===== src/rtl/frame_block_writer.sv =====
// -----------------------------------------------------------------------------
// frame_block_writer
//   Accepts one 4x4 pixel block per handshake and scatters its 16 bytes into a
//   raster-ordered byte frame memory, one write per cycle, row-major order.
//
// Ports
//   clk, rst_n              clock, asynchronous active-low reset
//   blk_valid / blk_ready   block handshake (ready only while idle)
//   blk_addr [12:0]         block index, raster order over 4x4 blocks
//   blk_row0..3 [31:0]      block pixel rows, [31:24] = leftmost column
//   mem_we                  frame memory byte write strobe
//   mem_addr [16:0]         byte address (row*FRAME_W + col)
//   mem_data [7:0]          byte to write
//   busy                    high while a block is in WRITE or DONE
//   done                    one-cycle pulse after the 16th write
//   err                     one-cycle pulse for an out-of-range block index
// -----------------------------------------------------------------------------
module frame_block_writer #(
  parameter int unsigned FRAME_W     = 320,
  parameter int unsigned FRAME_H     = 240,
  parameter int unsigned BLK_PER_ROW = FRAME_W / 4
) (
  input  logic        clk,
  input  logic        rst_n,
  input  logic        blk_valid,
  output logic        blk_ready,
  input  logic [12:0] blk_addr,
  input  logic [31:0] blk_row0,
  input  logic [31:0] blk_row1,
  input  logic [31:0] blk_row2,
  input  logic [31:0] blk_row3,
  output logic        mem_we,
  output logic [16:0] mem_addr,
  output logic [7:0]  mem_data,
  output logic        busy,
  output logic        done,
  output logic        err
);

  localparam int unsigned AW      = 17;
  localparam int unsigned NUM_BLK = (FRAME_W / 4) * (FRAME_H / 4);

  typedef enum logic [1:0] {
    S_IDLE  = 2'd0,
    S_WRITE = 2'd1,
    S_DONE  = 2'd2,
    S_ERR   = 2'd3
  } state_e;

  state_e            state_q, state_d;
  logic [3:0]        k_q, k_d;
  logic [3:0][31:0]  rows_q, rows_d;
  logic [AW-1:0]     base_q, base_d;
  logic              mem_we_q, mem_we_d;
  logic [AW-1:0]     mem_addr_q, mem_addr_d;
  logic [7:0]        mem_data_q, mem_data_d;
  logic              busy_q, busy_d;
  logic              done_q, done_d;
  logic              err_q, err_d;
  logic              ready_q, ready_d;

  logic              in_range_c;
  logic [31:0]       blk_y_c;
  logic [31:0]       blk_x_c;
  logic [31:0]       new_base_c;
  logic [3:0]        nk_c;
  logic [31:0]       wr_addr_c;

  // Byte c of a row; column 0 lives in the most significant byte.
  function automatic logic [7:0] byte_sel(input logic [31:0] row, input logic [1:0] c);
    logic [7:0] b;
    case (c)
      2'd0:    b = row[31:24];
      2'd1:    b = row[23:16];
      2'd2:    b = row[15:8];
      default: b = row[7:0];
    endcase
    return b;
  endfunction

  // Block index -> byte address of its top-left pixel.
  always_comb begin
    in_range_c = 32'(blk_addr) < NUM_BLK;
    blk_y_c    = 32'(blk_addr) / BLK_PER_ROW;
    blk_x_c    = 32'(blk_addr) % BLK_PER_ROW;
    new_base_c = (blk_y_c * 4 * FRAME_W) + (blk_x_c * 4);
  end

  // Address of the write that follows the current one (k+1).
  always_comb begin
    nk_c      = k_q + 4'd1;
    wr_addr_c = 32'(base_q) + (32'(nk_c[3:2]) * FRAME_W) + 32'(nk_c[1:0]);
  end

  // Next-state and registered-output logic.
  always_comb begin
    state_d    = state_q;
    k_d        = k_q;
    rows_d     = rows_q;
    base_d     = base_q;
    mem_addr_d = mem_addr_q;
    mem_data_d = mem_data_q;

    case (state_q)
      S_IDLE: begin
        if (blk_valid) begin
          rows_d = {blk_row3, blk_row2, blk_row1, blk_row0};
          if (in_range_c) begin
            // First write is presented straight from the handshake inputs so
            // it appears in the cycle right after acceptance.
            base_d     = AW'(new_base_c);
            k_d        = 4'd0;
            mem_addr_d = AW'(new_base_c);
            mem_data_d = blk_row0[31:24];
            state_d    = S_WRITE;
          end else begin
            state_d = S_ERR;
          end
        end
      end
      S_WRITE: begin
        if (k_q == 4'hf) begin
          k_d     = 4'd0;
          state_d = S_DONE;
        end else begin
          k_d        = nk_c;
          mem_addr_d = AW'(wr_addr_c);
          mem_data_d = byte_sel(rows_q[nk_c[3:2]], nk_c[1:0]);
        end
      end
      S_DONE:  state_d = S_IDLE;
      S_ERR:   state_d = S_IDLE;
      default: state_d = S_IDLE;
    endcase

    mem_we_d = (state_d == S_WRITE);
    busy_d   = (state_d == S_WRITE) || (state_d == S_DONE);
    done_d   = (state_d == S_DONE);
    err_d    = (state_d == S_ERR);
    ready_d  = (state_d == S_IDLE);
  end

  // State and output registers.
  always_ff @(posedge clk or negedge rst_n) begin
    if (!rst_n) begin
      state_q    <= S_IDLE;
      k_q        <= 4'd0;
      rows_q     <= '0;
      base_q     <= '0;
      mem_we_q   <= 1'b0;
      mem_addr_q <= '0;
      mem_data_q <= '0;
      busy_q     <= 1'b0;
      done_q     <= 1'b0;
      err_q      <= 1'b0;
      ready_q    <= 1'b1;
    end else begin
      state_q    <= state_d;
      k_q        <= k_d;
      rows_q     <= rows_d;
      base_q     <= base_d;
      mem_we_q   <= mem_we_d;
      mem_addr_q <= mem_addr_d;
      mem_data_q <= mem_data_d;
      busy_q     <= busy_d;
      done_q     <= done_d;
      err_q      <= err_d;
      ready_q    <= ready_d;
    end
  end

  assign blk_ready = ready_q;
  assign mem_we    = mem_we_q;
  assign mem_addr  = mem_addr_q;
  assign mem_data  = mem_data_q;
  assign busy      = busy_q;
  assign done      = done_q;
  assign err       = err_q;

endmodule


===== config.mk =====
export PLATFORM = sky130hd
export DESIGN_NAME = frame_block_writer
export DESIGN_NICKNAME = d
export VERILOG_FILES = /design/src/rtl/frame_block_writer.sv
export SDC_FILE = /design/constraint.sdc
export NUM_CORES = 1
export LEC_CHECK = 0
export BUFFER_PORTS_ARGS = -buffer_cell sky130_fd_sc_hd__buf_2
export CAP_MARGIN = 25
export CORE_MARGIN = 10
export CORE_UTILIZATION = 50
export DETAILED_ROUTE_END_ITERATION = 16
export GPL_TIMING_DRIVEN = 0
export PLACE_DENSITY = 0.83
export SYNTH_ARGS = -nofsm -noshare
export SYNTH_HDL_FRONTEND = slang
export SYNTH_SLANG_ARGS = --single-unit

===== constraint.sdc =====
create_clock -name clk -period 3.05 [get_ports clk]
set_input_delay 0.305 -clock clk [delete_from_list [all_inputs] [get_ports clk]]
set_output_delay 0.305 -clock clk [all_outputs]
set_load 0.01 [all_outputs]

==> results.json <==
{
  "ys_types": 90,
  "cts_tree": "built",
  "start_util_pct": 51.3,
  "max_freq_ghz": 0.160,
  "vias_per_cell": 5.83,
  "synth_area_sq_um": 10400,
  "hpwl_um": 24100,
  "end_kind": "flop",
  "finClkSkew_ns": 0.0112,
  "ys_warn_count": 0,
  "crit_fanout": 6,
  "p_sw_mw": 6.14,
  "required_ns": 3.36,
  "cts_sinks": 179,
  "leakage_nw": 6.57,
  "clkTransAtPathRegs_ns": 0.07,
  "syn_nets": 1389,
  "combinationalPowerShare_pct": 55.2,
  "cp.arrival_ns": 6.56,
  "die_x_um": 165,
  "syn_area_per_cell_sq_um": 8.62,
  "cts-root-buf": "clkbuf_16",
  "setup_viol": 22,
  "synth_most_common_cell": "nand2_1",
  "placed_cells": 1652,
  "internal-power_mw": 8.42,
  "dieArea_sq_um": 27100,
  "post-place-ws_ns": -4.02,
  "setup_ws_ns": -3.19,
  "final_max_slew_viol_count": 0,
  "grt_use_total_pct": 24.9,
  "n_fill_cell": 1494,
  "cts_buffer_depth": 2,
  "grt_overflow": 0,
  "drv_cap": 0,
  "violations": "negative setup slack",
  "yosys-top-cells-count": "476 x nand2_1, 178 x dfrtp_1, 56 x clkbuf_1",
  "rsz0062_at_grt": "yes",
  "rows": 52,
  "synth_flop_cell": "dfrtp_1",
  "period_needed_ns": 6.24,
  "path_class": "input port to flop",
  "drive_gt1_share_pct": 28.1,
  "ys_ff_latch": 179,
  "htreeDepth": 4,
  "power_density_nw_per_um2": 1090,
  "placed_area_sq_um": 11800,
  "period_share_pct": 205,
  "fin_hold_ws_ns": 0.0576,
  "antenna_found_initial": 3,
  "place.gp.congestion": 0.928,
  "synth_edf_count": 0,
  "first_iter_violations": 1105,
  "tightest_slew_ns": 0.708,
  "coreArea_sq_um": 20400,
  "grt_pass1_vias": 10051,
  "pwr-share-seq_pct": 29.2,
  "drtAntennaViolNets": 0,
  "p_clk_share_pct": 15.6,
  "post-route-drc-count": 0,
  "die_h_um": 165,
  "final-instance-count-excl-fill": 1740,
  "routed_wl_um": 34800,
  "startpoint_type": "input port",
  "cpMaxStageDelayCell": "fa_2",
  "synthToLayoutAreaGrowth_pct": 28.5,
  "hp-class": "input port to flop",
  "nets": 1631,
  "async_reset_ff_share_pct": 100,
  "p_sw_share_pct": 42.2,
  "pin_count": 174,
  "stdcell_area_sq_um": 13400,
  "total_power_mw": 14.6,
  "wl_per_cell_um": 20.0,
  "hold_violations": 0,
  "synth_top_area_share_pct": 42.7,
  "grt_pass1_wl_um": 53100,
  "port_buffers": 169,
  "vias": 10144,
  "peakVddDrop_mv": 0.605,
  "slew_headroom_pct": 52.8,
  "cts_made_buffers": 17,
  "seq_area_frac_synth_pct": 42.9,
  "syn_inst": 1212,
  "outcome": "finished, violations left",
  "grt_max_degree": 125,
  "synth_area_leader_cell": "dfrtp_1",
  "dr.pass1.iters": 10,
  "synth_area_leaders": "dfrtp_1 43%, nand2_1 17%, mux4_2 6.9%",
  "insertion_delay_ns": 0.44,
  "cp_slowest_stage_delay_ns": 0.44
}
==> critical path: cells and delay by family <==
family	cells	cell delay, ns
AO/OA/AOI/OAI	12	2.13
XOR/XNOR	2	0.35
adder cells (fa/ha/maj)	6	1.62
buffers and inverters	9	0.91
AND/OR/NAND/NOR	7	1.19
==> layer usage <==
metal | track usage [%] | part of all wire, %
met4 | 9.94 | 3.9
met3 | 6.42 | 9.9
met2 | 41.4 | 48
met5 | 0 | 0.026
met1 | 30.6 | 38
==> kinds of logic after synthesis <==
logic type	share of synthesized area, %
and+or+nand+nor	24.1
AOI/OAI and AO/OA	14.1
DFF	42.9
buffers and inverters	4.11
muxes	7.38
adders and majority gates	4.46
xor gates and xnor gates	2.94
==> layout by cell type (no fill, tap or decap), drive strengths merged, types with 4 or more instances in the layout <==
cell,synthesis,routed
a21o,12,12
buf,16,240
xnor2,23,23
o21ai,54,54
o211ai,7,7
and4,4,4
clkinvlp,0,5
nand3,17,17
xor2,12,12
a222oi,8,8
ha,30,30
nor2b,7,7
inv,34,38
dfrtp,178,178
nand2,476,476
nor3,9,9
a211oi,10,10
nor2,53,53
o22ai,6,6
nand2b,8,8
and2,7,7
mux4,32,32
a31oi,9,9
o21a,4,4
nand3b,4,4
a21oi,57,57
mux2i,5,5
clkbuf,56,72
==> final cells by class <==
| class | instances | area (sq um) | share of cell area, % |
|---|---|---|---|
| timing repair buffer | 223 | 1320 | 9.82 |
| antenna | 3 | 7.51 | 0.0559 |
| clock buffer | 18 | 439 | 3.27 |
| sequential | 179 | 4480 | 33.4 |
| inverter | 34 | 130 | 0.970 |
| buffer | 72 | 352 | 2.62 |
| multi-input combinational | 927 | 6180 | 46.0 |
| tap | 270 | 338 | 2.52 |
| clock inverter | 14 | 176 | 1.31 |
==> state kept, by name, summed over array words and instances (netlist names) <==
| name | flops |
|---|---|
| base_q | 15 |
| blk_ready | 1 |
| busy | 1 |
| done | 1 |
| err | 1 |
| k_q | 4 |
| mem_addr | 17 |
| mem_data | 8 |
| mem_we | 1 |
| rows_q | 128 |
| state_q | 2 |
==> through the flow <==
step	TNS, ns	utilization (%)
3_3_place_gp	-261.45	57.9
6_report	-47.38	65.9
2_1_floorplan	-44.72	-
5_1_grt	-51.60	65.9
4_1_cts	-41.19	64.6
3_5_place_dp	-69.12	58.1
==> power by group through the flow <==
| stage | Clock [mW] | Sequential [mW] | Combinational, mW |
|---|---|---|---|
| after detailed placement | 0 | 4.20 | 6.63 |
| after CTS | 2.29 | 4.21 | 7.53 |
| after global placement | 0 | 4.15 | 6.40 |
| final | 2.28 | 4.25 | 8.04 |
| after global routing | 2.39 | 4.34 | 8.74 |
| after floorplan | 0 | 4.07 | 4.74 |
==> timing repair <==
action | 4_1_cts | 5_1_grt
hold buffers | 1 | 0
gates resized for setup | 85 | 36
setup endpoints to repair | 30 | 30
cloned | 1 | 0
buffers inserted | 40 | 11
endpoints found under the hold margin | 54 | 0
pin swaps | 41 | 32
==> worst paths after layout <==
kind                                              from                  endpoint  slack [ns]  depth (start not counted)
worst max-delay path                      blk_addr[11]  mem_addr[16]$_DFFE_PN0P_       -3.19                         36
worst min-delay path                       blk_row2[9]    rows_q[73]$_DFFE_PN0P_        0.06                          3
worst max register to register      k_q[2]$_DFFE_PN0P_  mem_addr[13]$_DFFE_PN0P_       -0.77                         15
worst min register to register  rows_q[72]$_DFFE_PN0P_    rows_q[72]$_DFFE_PN0P_        0.47                          2
max in group asynchronous                        rst_n    rows_q[98]$_DFFE_PN0P_        1.72                          3
min in group asynchronous                        rst_n   rows_q[114]$_DFFE_PN0P_        0.38                          2
Power figures use the tool's default switching activity.
